File: src/rtl/core_pkg.sv
// Shared types and constants for the fetch front end of the dual-issue core.
package core_pkg;

  localparam int INSN_WIDTH = 16;
  localparam int ADDR_WIDTH = 9;

  typedef logic [INSN_WIDTH-1:0] insn_t;
  typedef logic [ADDR_WIDTH-1:0] iaddr_t;

  typedef enum logic [1:0] {
    F_RUN   = 2'd0,
    F_WAIT  = 2'd1,
    F_DRAIN = 2'd2
  } fetch_state_e;

  localparam insn_t NOP_INSN = 16'h0000;

  // Number of instructions consumed when S0 presents the given valid mask.
  function automatic logic [1:0] pop_amount(input logic [1:0] valid);
    return {1'b0, valid[0]} + {1'b0, valid[1]};
  endfunction

endpackage

File: src/rtl/dual_fetch_buffer_chk.sv
// Simulation-only invariants of the fetch buffer.
module dual_fetch_buffer_chk
  import core_pkg::*;
#(
  parameter int DEPTH = 8,
  parameter int CW    = 4
) (
  input logic          clk,
  input logic          rst_n,
  input fetch_state_e  state_i,
  input logic          mem_rvalid_i,
  input logic [CW-1:0] count_i
);

  a_count_bound: assert property (@(posedge clk) disable iff (!rst_n)
    count_i <= CW'(DEPTH));

  a_no_orphan_rvalid: assert property (@(posedge clk) disable iff (!rst_n)
    !(state_i == F_RUN && mem_rvalid_i));

endmodule

File: src/rtl/pair_fifo.sv
// Circular instruction buffer with 2-wide push/pop and head/head+1 read ports.
module pair_fifo #(
  parameter int W     = 16,
  parameter int DEPTH = 8,
  parameter int PW    = $clog2(DEPTH),
  parameter int CW    = $clog2(DEPTH) + 1
) (
  input  logic          clk,
  input  logic          rst_n,
  input  logic          flush_i,
  input  logic [1:0]    push_n_i,
  input  logic [W-1:0]  push_d0_i,
  input  logic [W-1:0]  push_d1_i,
  input  logic [1:0]    pop_n_i,
  output logic [W-1:0]  head0_o,
  output logic [W-1:0]  head1_o,
  output logic [CW-1:0] count_o
);

  logic [W-1:0]  mem_q [DEPTH];
  logic [PW-1:0] wr_q, wr_d;
  logic [PW-1:0] rd_q, rd_d;
  logic [CW-1:0] count_q, count_d;

  // Next pointers and occupancy; a flush empties the buffer regardless of traffic.
  always_comb begin
    wr_d    = wr_q;
    rd_d    = rd_q;
    count_d = count_q;
    if (flush_i) begin
      wr_d    = '0;
      rd_d    = '0;
      count_d = '0;
    end else begin
      wr_d    = wr_q + PW'(push_n_i);
      rd_d    = rd_q + PW'(pop_n_i);
      count_d = count_q + CW'(push_n_i) - CW'(pop_n_i);
    end
  end

  // Pointer and occupancy registers; pointers wrap modulo DEPTH.
  always_ff @(posedge clk or negedge rst_n) begin
    if (!rst_n) begin
      wr_q    <= '0;
      rd_q    <= '0;
      count_q <= '0;
    end else begin
      wr_q    <= wr_d;
      rd_q    <= rd_d;
      count_q <= count_d;
    end
  end

  // Storage writes; a pair landing at the top slot splits into DEPTH-1 and 0.
  always_ff @(posedge clk) begin
    if (!flush_i && push_n_i != 2'd0) begin
      mem_q[wr_q] <= push_d0_i;
      if (push_n_i == 2'd2) begin
        mem_q[wr_q + PW'(1)] <= push_d1_i;
      end
    end
  end

  assign head0_o = mem_q[rd_q];
  assign head1_o = mem_q[rd_q + PW'(1)];
  assign count_o = count_q;

endmodule

File: src/rtl/dual_fetch_buffer.sv
// Instruction-pair fetch unit feeding the S0 decode pair of the dual-issue pipeline.
module dual_fetch_buffer
  import core_pkg::*;
#(
  parameter int INSN_W = 16,
  parameter int ADDR_W = 9,
  parameter int DEPTH  = 8
) (
  input  logic              clk,
  input  logic              rst_n,
  input  logic              redirect,
  input  logic [ADDR_W-1:0] redirect_pc,
  input  logic              halt,
  output logic              mem_req,
  output logic [ADDR_W-1:0] mem_addr,
  input  logic              mem_rvalid,
  input  logic [2*INSN_W-1:0] mem_rdata,
  output logic [INSN_W-1:0] s0_insn0,
  output logic [INSN_W-1:0] s0_insn1,
  output logic [1:0]        s0_valid,
  input  logic              fetch_next
);

  localparam int CW = $clog2(DEPTH) + 1;

  fetch_state_e      state_q;
  logic [ADDR_W-1:0] fetch_pc_q;
  logic              skip_lo_q;
  logic              mem_req_q;
  logic [ADDR_W-1:0] mem_addr_q;

  logic [CW-1:0]     count_s;
  logic [INSN_W-1:0] head0_s, head1_s;
  logic [INSN_W-1:0] push_d0_s;
  logic [1:0]        valid_s, push_n_s, pop_n_s;
  logic              accept_s, can_req_s;

  // S0 presentation, push/pop amounts and the request permission.
  always_comb begin
    valid_s   = 2'b00;
    push_n_s  = 2'd0;
    pop_n_s   = 2'd0;
    push_d0_s = mem_rdata[INSN_W-1:0];
    if (count_s >= CW'(2)) begin
      valid_s = 2'b11;
    end else if (count_s == CW'(1)) begin
      valid_s = 2'b01;
    end else begin
      valid_s = 2'b00;
    end
    if (fetch_next && !redirect) begin
      pop_n_s = pop_amount(valid_s);
    end else begin
      pop_n_s = 2'd0;
    end
    accept_s = (state_q == F_WAIT) && mem_rvalid && !redirect;
    if (accept_s) begin
      push_n_s = skip_lo_q ? 2'd1 : 2'd2;
    end else begin
      push_n_s = 2'd0;
    end
    if (skip_lo_q) begin
      push_d0_s = mem_rdata[2*INSN_W-1:INSN_W];
    end else begin
      push_d0_s = mem_rdata[INSN_W-1:0];
    end
    can_req_s = !halt && !redirect && (count_s <= CW'(DEPTH - 2));
  end

  // Fetch FSM: one outstanding request, stale responses dropped after a redirect.
  always_ff @(posedge clk or negedge rst_n) begin
    if (!rst_n) begin
      state_q    <= F_RUN;
      fetch_pc_q <= '0;
      skip_lo_q  <= 1'b0;
      mem_req_q  <= 1'b0;
      mem_addr_q <= '0;
    end else begin
      mem_req_q <= 1'b0;
      if (redirect) begin
        fetch_pc_q <= {redirect_pc[ADDR_W-1:1], 1'b0};
        skip_lo_q  <= redirect_pc[0];
        case (state_q)
          F_WAIT, F_DRAIN: state_q <= mem_rvalid ? F_RUN : F_DRAIN;
          default:         state_q <= F_RUN;
        endcase
      end else begin
        case (state_q)
          F_RUN: begin
            if (can_req_s) begin
              mem_req_q  <= 1'b1;
              mem_addr_q <= fetch_pc_q;
              state_q    <= F_WAIT;
            end
          end
          F_WAIT: begin
            if (mem_rvalid) begin
              fetch_pc_q <= fetch_pc_q + ADDR_W'(2);
              skip_lo_q  <= 1'b0;
              state_q    <= F_RUN;
            end
          end
          F_DRAIN: begin
            if (mem_rvalid) begin
              state_q <= F_RUN;
            end
          end
          default: state_q <= F_RUN;
        endcase
      end
    end
  end

  pair_fifo #(
    .W     (INSN_W),
    .DEPTH (DEPTH)
  ) u_fifo (
    .clk       (clk),
    .rst_n     (rst_n),
    .flush_i   (redirect),
    .push_n_i  (push_n_s),
    .push_d0_i (push_d0_s),
    .push_d1_i (mem_rdata[2*INSN_W-1:INSN_W]),
    .pop_n_i   (pop_n_s),
    .head0_o   (head0_s),
    .head1_o   (head1_s),
    .count_o   (count_s)
  );

  dual_fetch_buffer_chk #(
    .DEPTH (DEPTH),
    .CW    (CW)
  ) u_chk (
    .clk          (clk),
    .rst_n        (rst_n),
    .state_i      (state_q),
    .mem_rvalid_i (mem_rvalid),
    .count_i      (count_s)
  );

  assign mem_req  = mem_req_q;
  assign mem_addr = mem_addr_q;
  assign s0_valid = valid_s;
  assign s0_insn0 = valid_s[0] ? head0_s : NOP_INSN;
  assign s0_insn1 = valid_s[1] ? head1_s : NOP_INSN;

endmodule

File: config.mk
export PLATFORM = sky130hd
export DESIGN_NAME = dual_fetch_buffer
export DESIGN_NICKNAME = d
export VERILOG_FILES = /design/src/rtl/core_pkg.sv /design/src/rtl/dual_fetch_buffer_chk.sv /design/src/rtl/pair_fifo.sv /design/src/rtl/dual_fetch_buffer.sv
export SDC_FILE = /design/constraint.sdc
export NUM_CORES = 1
export LEC_CHECK = 0
export ABC_AREA = 1
export CAP_MARGIN = 40
export CORE_MARGIN = 4
export CORE_UTILIZATION = 55
export CTS_CLUSTER_DIAMETER = 60
export CTS_CLUSTER_SIZE = 8
export DETAILED_ROUTE_END_ITERATION = 10
export GPL_TIMING_DRIVEN = 0
export PLACE_DENSITY_LB_ADDON = 0.08
export SLEW_MARGIN = 10
export SYNTH_ARGS = -nofsm -noshare
export SYNTH_HDL_FRONTEND = slang
export SYNTH_SLANG_ARGS = --single-unit
File: constraint.sdc
create_clock -name clk -period 3.5 [get_ports clk]
set_input_delay 0.7 -clock clk [delete_from_list [all_inputs] [get_ports clk]]
set_output_delay 0.7 -clock clk [all_outputs]
set_load 0.02 [all_outputs]
After elaboration in Yosys (flattened, before gate mapping)

Memories as Yosys holds them, arrays and structs flattened.
Cells that the tools add are included.

Register bits after elaboration: 32
RAM bits: 128
Input bits: 47
Output and inout bits: 44
Word-level logic and storage cells: 73
Memories kept: 1

$add $sub $neg: 8
$lt $le $gt $ge: 2
Equal/unequal tests: 6
Muxes and demuxes: 31
Bitwise logic cells: 1
Reductions and logical operators: 16

Memory list:

| memory       | depth | bits a word | rd ports | clocked after Yosys merged registers in | write ports | RTL line        | source |
|---|---|---|---|---|---|---|---|
| u_fifo.mem_q | 8     | 16          | 2        | 0                                       | 2           | pair_fifo.sv:20 | `logic [W-1:0] mem_q [DEPTH];` |

Operator list:

| kind                | number |
|---|---|
| $mux 16             | 3 |
| $mux 9              | 3 |
| $mux 2              | 9 |
| $mux 1              | 12 |
| $add 9x2->9 const B | 1 |
| $add 3x1->3 const B | 2 |
| $add 3x2->3         | 2 |
| $logic_and 1x1->1   | 6 |
| $mux 3              | 2 |
| $reduce_bool 2->1   | 3 |
| $add 4x2->4         | 1 |
| $eq 2x2->1 const B  | 2 |
| $eq 4x1->1 const B  | 1 |
| $ge 4x2->1 const B  | 1 |
| $le 4x3->1 const B  | 1 |
| $mux 4              | 1 |
| $pmux 2 s2          | 1 |
| $reduce_and 2->1    | 2 |
| $sub 4x2->4         | 1 |
| $ne 3x1->1 const B  | 1 |
| $ne 3x3->1 const B  | 1 |
| $reduce_and 3->1    | 1 |
| $add 1x1->2         | 1 |
| $eq 2x1->1 const B  | 1 |
| 4 further kinds     | 5 |

Logic depth before layout (Yosys ltp)

Depth in word-level cells: 8
Gate-level depth with buffers: 14

By module

Synthesis repeated with hierarchy kept, for this count alone.

Cells, all modules: 1669
Area, all modules: 11120.7 um2

By module, submodules not included:

| module            | times used | cells an instance | area each (um2) |
|---|---|---|---|
| pair_fifo         | 1          | 1408              | 9593.0 |
| dual_fetch_buffer | 1          | 261               | 1527.7 |

Worst setup path before layout

No wires, ideal clock.

Kind: input-to-reg
Start point: input redirect
End point: memory u_fifo.mem_q[0][0] (enable)
Setup time: 0.411 ns
Arrival: 2.403 ns
Required time: 3.089 ns
Setup slack: 0.685 ns
Cell stages on the path: 5
Path through: buf_6 -> nor2_4 -> buf_2 -> nand3_1 -> o21ai_0

RTL lines:

| item            | RTL line                | source |
|---|---|---|
| start, declared | dual_fetch_buffer.sv:11 | `input logic redirect,` |
| end, declared   | pair_fifo.sv:20         |  |

Final worst setup path

Start point: register u_fifo.rd_q[0]
End point: output s0_insn0[0]

Longest elaborated chain between the ends: 2

Ends and longest elaborated chain:

| item                   | RTL line                 | source |
|---|---|---|
| start, declared        | pair_fifo.sv:22          | `logic [PW-1:0] rd_q, rd_d;` |
| start signal, assigned | pair_fifo.sv:49          | `rd_q <= rd_d;` |
| $mem_v2 8x16           | n/a                      |  |
| $mux 16                | dual_fetch_buffer.sv:144 | `assign s0_insn0 = valid_s[0] ? head0_s : NOP_INSN;` |
| end, declared          | dual_fetch_buffer.sv:18  | `output logic [INSN_W-1:0] s0_insn0,` |

Every way passes these cells.

==> results.md <==
* Status: completed
* Syn Inst Count at 1,228
* Crit Path Category: reg -> out
* CP bufs+invs at 4
* HPWL after DPL at 24,900 um
* #FFs+latches synth at 158
* Synth-to-layout area growth at 19.8%
* PD cells at 566 nW/um2
* Worst skew pair latency at 440 ps
* Top cells by count, synth: 322 x nand2_1, 135 x o21ai_1, 128 x edfxtp_1
* DR iter-0 viols at 1,249
* Compound-Gate Fraction of Synth Area at 18.8%
* Post-synthesis mux area share at 0%
* Remaining DRCs at 0
* Grt met2 use at 56.0%
* Cell Area, Synth at 9800 um2
* Initial Util at 56.4%
* Sequential fraction of the synthesis area at 46.9%
* Max incr delay on CP at 640 ps
* Share of cells above drive strength 1 at 11.4%
* Ys Warns at 0
* CP Data Required Time at 2800 ps
* Site Rows at 48
* # fillers at 1,464
* Post-Synth XOR/XNOR Area at 0.447%
* Clock sink count at 158
* Worst hold slack at 301 ps
* Drt first pass iters at 6
* ANT cells at 0
* Hold_buf cts at 0
* Average wire per standard cell at 21.4 um
* Die width at 141 um
* CP most frequent cell: buf_2
* Final min period at 3460 ps
* Ys async rst share at 19.0%
* Clock slew at reported path FFs at 60 ps
* Top FF cell, synth: edfxtp_1
* Vias at 9,580
* Top post-synthesis cells by area: edfxtp_1 39%, nand2_1 12%, dfrtp_1 7.7%
* CTS tree: yes
* Final Skew at 9.52 ps
* EDFF count, synth at 128
* Vias/cell at 6.06
* R2R cell count at 14
* DIE HEIGHT at 141 um
* Total grt overflow at 0
* Max VDD drop at 0.418 mV
* Top Usage Layer GRT: met2
* # port buffers at 88
* Maxcap violations at 0
* Largest family of logic cells by synthesized area: simple AND/OR/NAND/NOR gates
* Simple-gate portion of the synthesized area at 22.5%
* ANT nets after route at 0
* Final WL at 33,800 um
* Final nets at 1,407
* Post-Syn Area per Cell at 7.98 um2
* Slowest cell on the critical path: clkdlybuf4s50_1
* Yosys top cell area share at 39.2%
* Cells along the critical path: buf_2 > buf_4 > buf_2 > o21ai_0 > a21oi_1 > nor2_1 > clkdlybuf4s50_1
* Io pins at 91
* Max Slew Vio Count at 0
* Crit-path max FO at 10
* Clock root cell: clkbuf_16
* Setup violators final at 0
* Leading area contributor after synthesis: edfxtp_1
* CTS Buf Count at 17
* Least-Margin Pin Slew at 843 ps
* Hold violation total from the final report at 0
* Fin Setup TNS at 0 ps
* Count leader, synth: nand2_1
* Worst Hold Class: in -> async
* Synthesized net count at 1,292
* Leakage Power at 5.12 nW
* Element type at the critical path end: primary output
* CP top delay family: buffers and inverters
* Crit path depth at 7
* Antenna violations before repair at 0
* Largest net degree at the start of global routing at 31
* Met1 Use GR at 43.0%
* Tcrit/Tclk final at 98.9%
* RSZ-0062 raised after global routing: false
* Die area at 20,000 um2
* Post-Synth Adder-Cell Area at 2.48%
* Fmax achieved at 0.289 GHz
* Vias in the first global route at 9,241
* Grt met3 use at 5.22%
* GPL Wtd Cong at 0.977
* Bufs on Longest Clock Path at 2
* First-pass GRT wire length at 51,100 um
* Unique cell type count in the Yosys netlist at 33
* H-tree lvl count at 4
* Core area at 17,400 um2
* Critical path arrival at 2760 ps
* Slew HR at 43.4%
* GRT Overall Usage at 33.9%
* Startpoint Class: flip-flop
metal layers:
| metal | vias to the layer above | share of wire (%) |
|---|---|---|
| li1 | 4384 | - |
| met1 | 4416 | 37 |
| met2 | 663 | 48 |
| met3 | 117 | 10 |
| met4 | 0 | 5.5 |
| met5 | - | 0 |
stage by stage:
| stage | instance area [um2] | utilization (%) | power [W] | instances | worst slack (ps) |
|---|---|---|---|---|---|
| finish | 11700 | 67.6 | 0.00665 | 1580 | 37.1 |
| global route | 11700 | 67.6 | 0.00696 | 1580 | 7.03 |
| CTS | 11700 | 67.4 | 0.00661 | 1580 | -45.6 |
| detailed placement | 11100 | 63.9 | 0.00481 | 1549 | 10.2 |
| global placement | 11000 | 63.1 | 0.00476 | 1541 | -917 |
| floorplan | 9800 | - | 0.00379 | 1228 | 685 |
cell families after synthesis:
group,count (synthesis)
compound gates,340
fa+ha+maj,17
buf+inv,173
simple gates,534
flops,158
xor+xnor,5
other cells,1
state kept, by name (all words and copies together) (netlist names):
name            count
u_fifo.mem_q      128
skip_lo_q           1
u_fifo.rd_q         3
fetch_pc_q          8
u_fifo.count_o      4
mem_req             1
u_fifo.wr_q         3
mem_addr            8
state_q             2
placed cells by master, fill, tap and decap left out, types with 4 or more instances in the layout:
master	n
nand2_1	321
o21ai_1	135
edfxtp_1	128
nor2_1	114
inv_1	86
o21ai_0	77
nand3_1	77
clkdlybuf4s50_1	67
a21oi_1	65
o211ai_1	34
buf_2	29
dfrtp_1	29
buf_6	23
o21ai_2	17
clkbuf_16	17
dlygate4sd2_1	15
ha_1	13
clkbuf_2	12
clkbuf_1	11
buf_4	7
clkinv_4	7
nand2_4	6
buf_8	6
nand2_2	5
o21a_1	5
dlymetal6s2s_1	5
nor2_2	4
clkbuf_4	4
fa_1	4
worst reg2reg max path: stages (launching register included):
cell and delay, ps:
dfrtp_1 390, inv_1 90, ha_1 230, nand2_4 170
inv_1 90, nor3_1 300, fa_1 490, inv_1 100
ha_1 230, a21oi_1 150, nor2_1 50, nor2_1 120
nand2_1 70, nand2_1 60, nor2_1 40
worst paths after layout:
| kind | startpoint | end | slack [ps] |
|---|---|---|---|
| hold / removal | rst_n | u_fifo.count_o[1] | 300 |
| max in group asynchronous | rst_n | u_fifo.rd_q[0] | 2720 |
| min in group clk | state_q[1] | state_q[1] | 490 |
| setup / recovery | u_fifo.rd_q[0] | s0_insn0[0] | 40 |
| setup reg to reg | u_fifo.count_o[2] | u_fifo.count_o[3] | 800 |
| hold reg to reg | state_q[1] | state_q[1] | 490 |
final cells by class:
| class | count | area (um2) | share of cell area, % |
|---|---|---|---|
| plain buffers | 85 | 568 | 4.84 |
| multi-input cells | 897 | 4400 | 37.4 |
| clock buffers | 17 | 425 | 3.62 |
| well taps | 225 | 282 | 2.40 |
| clock inverters | 14 | 163 | 1.39 |
| flip-flops and latches | 158 | 4600 | 39.1 |
| repair buffers | 96 | 982 | 8.37 |
| inverters | 88 | 330 | 2.81 |
power breakdown:
| group | total [W] | internal, W | switching [W] |
|---|---|---|---|
| clock | 0.00188 | 0.00106 | 0.000816 |
| combinational | 0.00247 | 0.000912 | 0.00156 |
| sequential | 0.00230 | 0.00222 | 0.0000846 |
repair_timing:
action / CTS / global route
endpoints found under the hold margin: 0 / 0
endpoints found under the setup margin: 32 / 17
setup buffers: 0 / 0
resized for setup: 35 / 19
pin swaps: 1 / 0
Note: power is estimated with default switching activity, not from simulation.
